[src/rtl/draw_arbiter_pkg.sv]
// Shared game definitions: FSM state codes, screen geometry, colours and
// draw-request owner codes used by the arbiter and its bench.
package game_pkg;

    typedef enum logic [1:0] {
        S_IDLE  = 2'd0,
        S_DRAW  = 2'd1,
        S_CLEAR = 2'd2,
        S_DONE  = 2'd3
    } state_t;

    typedef enum logic [1:0] {
        OWN_P1  = 2'd0,
        OWN_P2  = 2'd1,
        OWN_CLR = 2'd2
    } owner_t;

    localparam int SCREEN_W = 160;
    localparam int SCREEN_H = 120;

    localparam logic [2:0] COL_BLACK = 3'b000;
    localparam logic [2:0] COL_P1    = 3'b100;
    localparam logic [2:0] COL_P2    = 3'b001;

endpackage

[src/rtl/draw_arbiter_if.sv]
// Requester and VGA-port signals of the draw arbiter bundled as one interface;
// the arbiter takes the slave side, the players/controller/VGA side the master.
interface draw_arbiter_if;

    // Handshake: a requester raises req (or clear_req) with x/y/col stable and
    // holds them until it sees its one-cycle done; it drops req on that same
    // cycle. Coordinates are latched at grant, so later changes are ignored.
    logic       clear_req;
    logic       clear_done;
    logic       req1;
    logic [7:0] x1;
    logic [6:0] y1;
    logic [2:0] col1;
    logic       done1;
    logic       req2;
    logic [7:0] x2;
    logic [6:0] y2;
    logic [2:0] col2;
    logic       done2;
    logic       busy;
    logic [7:0] vga_x;
    logic [6:0] vga_y;
    logic [2:0] vga_colour;
    logic       vga_plot;

    modport slave (
        input  clear_req, req1, x1, y1, col1, req2, x2, y2, col2,
        output clear_done, done1, done2, busy,
        output vga_x, vga_y, vga_colour, vga_plot
    );

    modport master (
        output clear_req, req1, x1, y1, col1, req2, x2, y2, col2,
        input  clear_done, done1, done2, busy,
        input  vga_x, vga_y, vga_colour, vga_plot
    );

endinterface

[src/rtl/draw_arbiter_rect_scanner.sv]
// Row-major pixel counter over either a BOX_W x BOX_H box or the whole screen,
// selected by mode; last flags the final pixel of the current sweep.
module rect_scanner #(
    parameter int BOX_W = 4,
    parameter int BOX_H = 4,
    parameter int SCR_W = 160,
    parameter int SCR_H = 120
) (
    input  logic       clk,
    input  logic       resetn,
    input  logic       start,
    input  logic       step,
    input  logic       mode,
    output logic [7:0] cx,
    output logic [6:0] cy,
    output logic       last
);

    localparam logic [7:0] BOX_X_MAX = 8'(BOX_W - 1);
    localparam logic [6:0] BOX_Y_MAX = 7'(BOX_H - 1);
    localparam logic [7:0] SCR_X_MAX = 8'(SCR_W - 1);
    localparam logic [6:0] SCR_Y_MAX = 7'(SCR_H - 1);

    logic [7:0] x_max;
    logic [6:0] y_max;

    always_comb begin
        x_max = mode ? SCR_X_MAX : BOX_X_MAX;
        y_max = mode ? SCR_Y_MAX : BOX_Y_MAX;
        last  = (cx == x_max) && (cy == y_max);
    end

    always_ff @(posedge clk or negedge resetn) begin
        if (!resetn) begin
            cx <= '0;
            cy <= '0;
        end else if (start) begin
            cx <= '0;
            cy <= '0;
        end else if (step) begin
            if (cx == x_max) begin
                cx <= '0;
                cy <= (cy == y_max) ? '0 : cy + 7'd1;
            end else begin
                cx <= cx + 8'd1;
            end
        end
    end

endmodule

[src/rtl/draw_arbiter.sv]
// Arbitrates the single VGA pixel port between two player box requests and a
// full-screen clear, sweeping the granted rectangle one pixel per cycle.
module draw_arbiter
    import game_pkg::*;
#(
    parameter int         BOX_W        = 4,
    parameter int         BOX_H        = 4,
    parameter logic [2:0] CLEAR_COLOUR = COL_BLACK
) (
    input  logic            clk,
    input  logic            resetn,
    draw_arbiter_if.slave   bus,
    output state_t          dbg_state
);

    state_t     state_q, state_d;
    owner_t     owner_q, last_grant_q, grant_owner;
    logic       grant;
    logic [7:0] bx_q;
    logic [6:0] by_q;
    logic [2:0] col_q;
    logic [7:0] cx;
    logic [6:0] cy;
    logic       scan_last, scan_start, scan_step, scan_mode;
    logic [8:0] sum_x;
    logic [7:0] sum_y;

    assign scan_start = (state_q == S_IDLE);
    assign scan_step  = (state_q == S_DRAW) || (state_q == S_CLEAR);
    assign scan_mode  = (owner_q == OWN_CLR);

    rect_scanner #(
        .BOX_W (BOX_W),
        .BOX_H (BOX_H),
        .SCR_W (SCREEN_W),
        .SCR_H (SCREEN_H)
    ) u_scan (
        .clk    (clk),
        .resetn (resetn),
        .start  (scan_start),
        .step   (scan_step),
        .mode   (scan_mode),
        .cx     (cx),
        .cy     (cy),
        .last   (scan_last)
    );

    // Clear wins outright; a player tie goes to whoever was not served last.
    always_comb begin
        grant       = 1'b0;
        grant_owner = OWN_P1;
        if (state_q == S_IDLE) begin
            if (bus.clear_req) begin
                grant       = 1'b1;
                grant_owner = OWN_CLR;
            end else if (bus.req1 && bus.req2) begin
                grant       = 1'b1;
                grant_owner = (last_grant_q == OWN_P2) ? OWN_P1 : OWN_P2;
            end else if (bus.req1) begin
                grant       = 1'b1;
                grant_owner = OWN_P1;
            end else if (bus.req2) begin
                grant       = 1'b1;
                grant_owner = OWN_P2;
            end
        end
    end

    always_comb begin
        state_d = state_q;
        case (state_q)
            S_IDLE:  if (grant) state_d = (grant_owner == OWN_CLR) ? S_CLEAR : S_DRAW;
            S_DRAW:  if (scan_last) state_d = S_DONE;
            S_CLEAR: if (scan_last) state_d = S_DONE;
            S_DONE:  state_d = S_IDLE;
            default: state_d = S_IDLE;
        endcase
    end

    always_ff @(posedge clk or negedge resetn) begin
        if (!resetn) begin
            state_q      <= S_IDLE;
            owner_q      <= OWN_P1;
            last_grant_q <= OWN_P2;
            bx_q         <= '0;
            by_q         <= '0;
            col_q        <= '0;
        end else begin
            state_q <= state_d;
            if (grant) begin
                owner_q <= grant_owner;
                case (grant_owner)
                    OWN_P1: begin
                        bx_q         <= bus.x1;
                        by_q         <= bus.y1;
                        col_q        <= bus.col1;
                        last_grant_q <= OWN_P1;
                    end
                    OWN_P2: begin
                        bx_q         <= bus.x2;
                        by_q         <= bus.y2;
                        col_q        <= bus.col2;
                        last_grant_q <= OWN_P2;
                    end
                    default: begin
                        bx_q  <= '0;
                        by_q  <= '0;
                        col_q <= CLEAR_COLOUR;
                    end
                endcase
            end
        end
    end

    // Wide sums so off-screen pixels are recognised instead of wrapping on-screen.
    assign sum_x = {1'b0, bx_q} + {1'b0, cx};
    assign sum_y = {1'b0, by_q} + {1'b0, cy};

    always_comb begin
        bus.vga_x      = '0;
        bus.vga_y      = '0;
        bus.vga_colour = '0;
        bus.vga_plot   = 1'b0;
        bus.done1      = 1'b0;
        bus.done2      = 1'b0;
        bus.clear_done = 1'b0;
        bus.busy       = (state_q != S_IDLE);
        dbg_state      = state_q;
        case (state_q)
            S_DRAW, S_CLEAR: begin
                bus.vga_x      = sum_x[7:0];
                bus.vga_y      = sum_y[6:0];
                bus.vga_colour = col_q;
                bus.vga_plot   = (state_q == S_CLEAR) ||
                                 ((sum_x < 9'(SCREEN_W)) && (sum_y < 8'(SCREEN_H)));
            end
            S_DONE: begin
                bus.done1      = (owner_q == OWN_P1);
                bus.done2      = (owner_q == OWN_P2);
                bus.clear_done = (owner_q == OWN_CLR);
            end
            default: ;
        endcase
    end

endmodule

[src/flat_wrapper.sv]
// flat-port wrapper written by rule: the top's interface ports become plain ports
module draw_arbiter_flat import game_pkg::*;
#(
    parameter int         BOX_W        = 4,
    parameter int         BOX_H        = 4,
    parameter logic [2:0] CLEAR_COLOUR = COL_BLACK
)
  (clk, resetn, dbg_state, bus_clear_req, bus_req1, bus_x1, bus_y1, bus_col1, bus_req2, bus_x2, bus_y2, bus_col2, bus_clear_done, bus_done1, bus_done2, bus_busy, bus_vga_x, bus_vga_y, bus_vga_colour, bus_vga_plot);
  draw_arbiter_if bus_i ();
  input  logic clk;
  input  logic resetn;
  output state_t dbg_state;
  input wire logic [$bits(bus_i.clear_req)-1:0] bus_clear_req;
  input wire logic [$bits(bus_i.req1)-1:0] bus_req1;
  input wire logic [$bits(bus_i.x1)-1:0] bus_x1;
  input wire logic [$bits(bus_i.y1)-1:0] bus_y1;
  input wire logic [$bits(bus_i.col1)-1:0] bus_col1;
  input wire logic [$bits(bus_i.req2)-1:0] bus_req2;
  input wire logic [$bits(bus_i.x2)-1:0] bus_x2;
  input wire logic [$bits(bus_i.y2)-1:0] bus_y2;
  input wire logic [$bits(bus_i.col2)-1:0] bus_col2;
  output wire logic [$bits(bus_i.clear_done)-1:0] bus_clear_done;
  output wire logic [$bits(bus_i.done1)-1:0] bus_done1;
  output wire logic [$bits(bus_i.done2)-1:0] bus_done2;
  output wire logic [$bits(bus_i.busy)-1:0] bus_busy;
  output wire logic [$bits(bus_i.vga_x)-1:0] bus_vga_x;
  output wire logic [$bits(bus_i.vga_y)-1:0] bus_vga_y;
  output wire logic [$bits(bus_i.vga_colour)-1:0] bus_vga_colour;
  output wire logic [$bits(bus_i.vga_plot)-1:0] bus_vga_plot;
  assign bus_i.clear_req = bus_clear_req;
  assign bus_i.req1 = bus_req1;
  assign bus_i.x1 = bus_x1;
  assign bus_i.y1 = bus_y1;
  assign bus_i.col1 = bus_col1;
  assign bus_i.req2 = bus_req2;
  assign bus_i.x2 = bus_x2;
  assign bus_i.y2 = bus_y2;
  assign bus_i.col2 = bus_col2;
  assign bus_clear_done = bus_i.clear_done;
  assign bus_done1 = bus_i.done1;
  assign bus_done2 = bus_i.done2;
  assign bus_busy = bus_i.busy;
  assign bus_vga_x = bus_i.vga_x;
  assign bus_vga_y = bus_i.vga_y;
  assign bus_vga_colour = bus_i.vga_colour;
  assign bus_vga_plot = bus_i.vga_plot;
  draw_arbiter #(.BOX_W(BOX_W), .BOX_H(BOX_H), .CLEAR_COLOUR(CLEAR_COLOUR)) u_core (.clk(clk), .resetn(resetn), .bus(bus_i), .dbg_state(dbg_state));
endmodule
[config.mk]
export PLATFORM = sky130hd
export DESIGN_NAME = draw_arbiter_flat
export DESIGN_NICKNAME = d
export VERILOG_FILES = /design/src/rtl/draw_arbiter_pkg.sv /design/src/rtl/draw_arbiter_if.sv /design/src/rtl/draw_arbiter_rect_scanner.sv /design/src/rtl/draw_arbiter.sv /design/src/flat_wrapper.sv
export SDC_FILE = /design/constraint.sdc
export NUM_CORES = 1
export LEC_CHECK = 0
export CAP_MARGIN = 20
export CORE_MARGIN = 2
export CORE_UTILIZATION = 32
export DETAILED_ROUTE_END_ITERATION = 10
export GPL_ROUTABILITY_DRIVEN = 0
export HOLD_SLACK_MARGIN = 0.15
export SLEW_MARGIN = 5
export SYNTH_ARGS = -nofsm -noshare
export SYNTH_HDL_FRONTEND = slang
export SYNTH_HIERARCHICAL = 1
export SYNTH_SLANG_ARGS = --single-unit
[constraint.sdc]
create_clock -name clk -period 2.3 [get_ports clk]
set_clock_uncertainty 0.2 [all_clocks]
set_input_delay 0.23 -clock clk [delete_from_list [all_inputs] [get_ports clk]]
set_output_delay 0.23 -clock clk [all_outputs]
set_load 0.005 [all_outputs]
==> After elaboration in Yosys (flattened, before gate mapping) <==
Index checks and enable logic that the tools add are counted.
{ "classes": {"n_addsub": 4, "n_lt_le_gt_ge": 2, "n_eq_ne": 12, "n_mux": 35, "reduce_logical": 16} }
{ "ops": {"columns": ["cell", "count"], "rows": [
  ["2-to-1 mux 7 bit", 6],
  ["2-to-1 mux 8 bit", 5],
  ["one-hot mux 8 bit (2 select lines)", 1],
  ["2-to-1 mux 2 bit", 7],
  ["one-hot mux 7 bit (2 select lines)", 1],
  ["2-to-1 mux 1 bit", 11],
  ["adder 8 x 8 -> 9 bit", 1],
  ["< comparator 9 x 8 -> 1 bit, second input constant", 1],
  ["adder 7 x 7 -> 8 bit", 1],
  ["adder 8 x 1 -> 8 bit, second input constant", 1],
  ["equality test 2 x 1 -> 1 bit, second input constant", 4],
  ["equality test 2 bit, second input constant", 4],
  ["equality test 8 bit", 1],
  ["< comparator 8 x 7 -> 1 bit, second input constant", 1],
  ["nonzero test 2 bit", 4],
  ["adder 7 x 1 -> 7 bit, second input constant", 1],
  ["equality test 7 bit", 1],
  ["zero test 2 bit", 3],
  ["one-hot mux 2 bit (3 select lines)", 1],
  ["one-hot mux 3 bit (2 select lines)", 1],
  ["AND reduction 2 bit", 3],
  ["!= test 2 x 1 -> 1 bit, second input constant", 2],
  ["one-hot mux 2 bit (2 select lines)", 1],
  ["logical AND 1 bit", 3],
  ["other kinds (3)", 4]
]} }
{ "totals": {"regBits": 39, "output_inout_bits": 25, "word_cells": 77} }

==> Depth between registers and ports, before layout <==
{ "logic_depth": {"depth_word": 9, "mapped_depth": 9} }

==> Modules after synthesis <==
Netlist, hierarchy kept.
{ "by_module_without_submodules": {"columns": ["module", "n_inst", "cells_each", "area_per_inst_um2", "seq_area_each_um2"], "rows": [
  ["draw_arbiter", 1, 195, 1805.5, 576.8],
  ["rect_scanner", 1, 94, 872.1, 375.4]
]} }

==> Worst setup path before layout <==
Ideal clock, no wire load.
{ "synth_timing": {"path_kind": "register to output", "start": "register u_core.u_scan.cx[0]", "end": "output port bus_vga_plot", "t_arrival_ns": 1.968, "setup_slack_ns": -0.098, "path_stages_with_launch": 9, "path_cell_list": "dfrtp_1 > ha_1 > fa_1 > a211oi_2 > o21bai_1 > a211oi_1 > a21oi_1 > o21ai_1 > a32o_1"} }
{ "synth_via": {"elab_chain_cells": 5} }
{ "synth_lines": {"columns": ["item", "line", "rtl"], "rows": [
  ["from (decl)", "draw_arbiter_rect_scanner.sv:14", "output logic [7:0] cx,"],
  ["from (signal assigned)", "draw_arbiter_rect_scanner.sv:45", "cx <= cx + 8'd1;"],
  ["adder 8 x 8 -> 9 bit", "draw_arbiter.sv:116", "assign sum_x = {1'b0, bx_q} + {1'b0, cx};"],
  ["< comparator 9 x 8 -> 1 bit", "draw_arbiter.sv:135", "((sum_x < 9'(SCREEN_W)) && (sum_y < 8'(SCREEN_H)));"],
  ["logical AND 1 bit", "draw_arbiter.sv:135", null],
  ["logical OR 1 bit", "draw_arbiter.sv:134", "bus.vga_plot = (state_q == S_CLEAR) ||"],
  ["2-to-1 mux 1 bit", "draw_arbiter.sv:129", "case (state_q)"],
  ["to (decl)", "flat_wrapper.sv:29", "output wire logic [$bits(bus_i.vga_plot)-1:0] bus_vga_plot;"]
]} }
Every way passes these cells.

==> Worst setup path after layout <==
{ "layout_timing": {"start": "register u_core.bx_q[0]", "end": "output port bus_vga_plot"} }
{ "layout_via": {"elab_chain_cells": 5} }
{ "layout_lines": {"columns": ["item", "line", "rtl"], "rows": [
  ["from (decl)", "draw_arbiter.sv:19", "logic [7:0] bx_q;"],
  ["from (signal assigned)", "draw_arbiter.sv:94", "bx_q <= bus.x1;"],
  ["from (signal assigned)", "draw_arbiter.sv:100", "bx_q <= bus.x2;"],
  ["adder 8 x 8 -> 9 bit", "draw_arbiter.sv:116", null],
  ["< comparator 9 x 8 -> 1 bit", "draw_arbiter.sv:135", null],
  ["logical AND 1 bit", "draw_arbiter.sv:135", null],
  ["logical OR 1 bit", "draw_arbiter.sv:134", null],
  ["2-to-1 mux 1 bit", "draw_arbiter.sv:129", null]
]} }
Every way passes these cells.

==> impl_metrics.xml <==
<?xml version="1.0" encoding="UTF-8"?>
<metrics>
  <group name="outcome">
    <metric name="run_status" unit="">finished with violations</metric>
    <metric name="failing_checks" unit="">negative setup slack</metric>
  </group>
  <group name="drt">
    <metric name="postRouteAntennaNets" unit="">0</metric>
    <metric name="drt_pass1_iterations" unit="">6</metric>
    <metric name="vias" unit="">2976</metric>
    <metric name="route.final.wire_length" unit="µm">9300</metric>
    <metric name="route.detailed.drc" unit="">0</metric>
    <metric name="wl_per_cell" unit="µm">16.8</metric>
    <metric name="first_iter_violations" unit="">217</metric>
    <metric name="routed_via_density" unit="">5.38</metric>
  </group>
  <group name="worst_setup_path">
    <metric name="r2r_setup_slack" unit="ns">-0.09</metric>
    <metric name="worstSetupStartpoint" unit="">u_core/bx_q[0]$_DFFE_PN0P_</metric>
    <metric name="crit_cells" unit="">9</metric>
    <metric name="criticalPathCategory" unit="">flop to output port</metric>
    <metric name="worst_setup_path_start_kind" unit="">flop</metric>
    <metric name="critPathBufInv" unit="">1</metric>
    <metric name="cpMaxStageDelayCell" unit="">dfrtp_1</metric>
    <metric name="critical_path.top_delay_family" unit="">compound AO/OA/AOI/OAI gates</metric>
    <metric name="cp-end-kind" unit="">output port</metric>
    <metric name="reg2reg_to" unit="">u_core/u_scan/cy[0]$_DFFE_PN0P_</metric>
    <metric name="worstReg2RegStart" unit="">u_core/u_scan/cx[1]$_DFFE_PN0P_</metric>
    <metric name="required" unit="ns">1.87</metric>
    <metric name="crit_chain" unit="">ha_4, fa_2, a211oi_4, o21bai_1, a211oi_1, a21oi_1, o21ai_1, a32o_1, buf_2</metric>
    <metric name="crit_path_max_incr_delay" unit="ns">0.42</metric>
    <metric name="worst_path_arrival_time" unit="ns">2.38</metric>
    <metric name="worst-path-max-fanout" unit="">3</metric>
    <metric name="setup.worst_path.end" unit="">bus_vga_plot</metric>
    <metric name="ff2ff_path_depth" unit="">7</metric>
  </group>
  <group name="finish">
    <metric name="layout-area-overhead-vs-synth" unit="%">74.1</metric>
    <metric name="postLayoutCellArea" unit="µm²">4660</metric>
    <metric name="final_cell_mix" unit="">77 x buf_4, 48 x clkdlybuf4s50_1, 37 x dfrtp_1</metric>
    <metric name="finalNetCount" unit="">511</metric>
    <metric name="n_fill_cell" unit="">733</metric>
    <metric name="post_route_cells_drive_above_1_share" unit="%">38.2</metric>
    <metric name="antenna_cells" unit="">0</metric>
    <metric name="layout.cells.non_filler" unit="">553</metric>
    <metric name="mostFrequentLayoutCell" unit="">buf_4</metric>
  </group>
  <group name="placement">
    <metric name="dp.cells" unit="">525</metric>
    <metric name="dp.final_hpwl" unit="µm">6300</metric>
    <metric name="placement.cell_area" unit="µm²">4010</metric>
    <metric name="buffers_added_on_ports" unit="">65</metric>
  </group>
  <group name="die">
    <metric name="standard_cell_core_area" unit="µm²">8180</metric>
    <metric name="die_h" unit="µm">95.5</metric>
    <metric name="effective_utilization_at_floorplan" unit="%">32.8</metric>
    <metric name="io_pins" unit="">66</metric>
    <metric name="fp.dieArea" unit="µm²">9120</metric>
    <metric name="die_w" unit="µm">95.5</metric>
    <metric name="row_count" unit="">33</metric>
  </group>
  <group name="grt">
    <metric name="initial_antenna_violation_count" unit="">0</metric>
    <metric name="grt_pass1_wl" unit="µm">14800</metric>
    <metric name="via_count_of_the_first_global_routing_pass" unit="">3034</metric>
    <metric name="globalRouteOverflowTotal" unit="">0</metric>
    <metric name="largest_net_degree_at_the_start_of_global_routing" unit="">24</metric>
    <metric name="grt.total_usage" unit="%">21.4</metric>
  </group>
  <group name="timing">
    <metric name="post-route-worst-setup-slack" unit="ns">-0.513</metric>
    <metric name="final_period_minus_worst_setup_slack" unit="ns">2.81</metric>
    <metric name="clock.fmax" unit="MHz">356</metric>
    <metric name="setup-tns-final" unit="ns">-2.28</metric>
    <metric name="final_min_period_over_clock_period" unit="%">122</metric>
    <metric name="timing_hold_violations_final" unit="">0</metric>
    <metric name="slew_headroom" unit="%">70.0</metric>
    <metric name="grt_setup_unrepaired" unit="">true</metric>
    <metric name="worst_slew_pin_slew" unit="ns">0.450</metric>
    <metric name="maxSlewViolCount" unit="">0</metric>
    <metric name="timing.final.setup_violations" unit="">12</metric>
  </group>
  <group name="logic_synthesis">
    <metric name="number_of_synthesized_flops_with_an_enable_pin" unit="">0</metric>
    <metric name="synth-seq-cells" unit="">38</metric>
    <metric name="syn-mean-instance-area" unit="µm²">9.26</metric>
    <metric name="netlist_instances" unit="">289</metric>
    <metric name="synth.lib_cells_used.distinct" unit="">55</metric>
    <metric name="synth_nets" unit="">353</metric>
    <metric name="synth_top_flop_cell" unit="">dfrtp_1</metric>
    <metric name="asyncSetResetFlopFracSynth" unit="%">100</metric>
    <metric name="synth-seq-area-share" unit="%">35.6</metric>
    <metric name="synth_area" unit="µm²">2680</metric>
    <metric name="synth-warning-count" unit="">6</metric>
  </group>
  <group name="clock_tree">
    <metric name="cts-buffers-inserted" unit="">5</metric>
    <metric name="clock_tree.buffer_depth" unit="">2</metric>
    <metric name="clk_pin_slew_worst_paths" unit="ns">0.08</metric>
    <metric name="cts_htree_levels" unit="">2</metric>
    <metric name="cts_root_buf" unit="">clkbuf_8</metric>
    <metric name="clock_sinks" unit="">38</metric>
    <metric name="clock_insertion_delay_at_the_later_pin_of_the_skew_report" unit="ns">0.30</metric>
    <metric name="cts_tree" unit="">done</metric>
  </group>
  <group name="pwr">
    <metric name="total_power" unit="mW">5.34</metric>
    <metric name="peakVddDrop" unit="µV">542</metric>
    <metric name="power.leakage" unit="nW">2.24</metric>
    <metric name="power-per-cell-area" unit="nW/µm²">1150</metric>
  </group>
  <group name="hold_path">
    <metric name="min_path_type" unit="">input pin to async pin</metric>
  </group>
  <group name="run">
    <metric name="drv.max_cap_violation_count" unit="">0</metric>
  </group>
</metrics>
-- timing repair --
item                                    4_1_cts  5_1_grt
hold endpoints to repair                     38        0
gates resized for setup                      92       35
endpoints found under the setup margin       28       42
buffers inserted                             15        8
cloned                                        1        0
hold buffers                                  1        0
pin swaps                                    39       23
-- where the power goes --
| part | total [mW] | switching (mW) | leakage (nW) | internal (mW) |
|---|---|---|---|---|
| logic | 3.69 | 1.67 | 1.68 | 2.03 |
| clock network | 0.578 | 0.258 | 0.0579 | 0.320 |
| registers | 1.07 | 0.176 | 0.505 | 0.897 |
-- metal layers --
metal  vias up  part of all wire, %  track usage [%]
li1       1414                    -                -
met3        14                  4.6             3.00
met1      1453                   42             26.8
met4         0                  1.8             6.67
met5         -                    0                0
met2        95                   52             37.9
-- area by class of cell --
type / count / area, µm² / share of cell area, %
Multi-Input combinational cell: 212 / 1920 / 41.2
Timing Repair Buffer: 160 / 1430 / 30.8
Sequential cell: 38 / 952 / 20.4
Tap cell: 105 / 131 / 2.82
Inverter: 30 / 113 / 2.42
Clock buffer: 5 / 68.8 / 1.48
Clock inverter: 3 / 40.0 / 0.859
-- registers in the layout (all words and copies together) (netlist names) --
name,flops
u_core/bx_q,8
u_core/u_scan/cx,8
u_core/by_q,7
u_core/u_scan/cy,7
u_core/col_q,3
u_core/dbg_state,2
u_core/owner_q,2
u_core/last_grant_q,1
-- worst reg2reg max path: stages (launching register included) --
cell and delay (ns):
dfrtp_1 0.39, buf_6 0.12, buf_6 0.10, ha_4 0.12, or4b_4 0.47, o22a_4 0.27
or4_4 0.48, a21oi_2 0.15
-- logic make-up (layout without fill, tap and decap cells) --
group / count (synthesis) / count (layout) / synth area share, %
buffers and inverters: 39 / 198 / 5.61
xor gates and xnor gates: 8 / 8 / 2.62
DFF: 38 / 38 / 35.6
muxes: 2 / 2 / 0.748
and+or+nand+nor: 88 / 88 / 18.2
AOI/OAI and AO/OA: 91 / 91 / 25.9
adders and majority gates: 23 / 23 / 11.3
-- Yosys cell counts (3+ instances only) --
library cell,number,share of area [%]
o211ai_1,3,0.84
a211oi_1,5,1.4
a222oi_1,18,6.7
clkbuf_1,6,0.84
o21ai_0,13,2.4
and3_1,4,0.93
dfrtp_1,37,35
o21bai_1,3,0.84
or3_1,3,0.70
buf_2,3,0.56
nand4_1,5,1.2
a21o_1,5,1.4
xnor2_1,6,2.0
nor3_1,10,1.9
and2_1,12,2.8
nand2_1,14,2.0
a21oi_1,14,2.6
o21ai_1,3,0.56
a32o_1,3,1.1
nor2b_1,5,1.2
ha_1,21,9.8
o21a_1,3,0.84
nor2_1,19,2.7
inv_1,29,4.1
nand3_1,3,0.56
-- worst min-delay path by stage --
stage               depth (start not counted)  slack [ns]                               to
finish                                      2        0.20       u_core/bx_q[4]$_DFFE_PN0P_
global placement                            1       0.003  u_core/dbg_state[0]$_DFFE_PN0P_
CTS                                         2        0.21  u_core/dbg_state[0]$_DFFE_PN0P_
global route                                2        0.23  u_core/dbg_state[0]$_DFFE_PN0P_
detailed placement                          1       0.003  u_core/dbg_state[0]$_DFFE_PN0P_
floorplan                                   0       -0.27       u_core/bx_q[0]$_DFFE_PN0P_
-- stage by stage --
step                setup WS (ns)  hold WS (ns)  util [%]
detailed placement         -0.563       0.00268      49.1
CTS                        -0.538         0.209      54.5
global route               -0.612         0.230      57.0
global placement           -0.536       0.00250      49.1
finish                     -0.513         0.200      57.0
floorplan                 -0.0329        -0.266         -
Note: power is estimated with default switching activity, not from simulation.
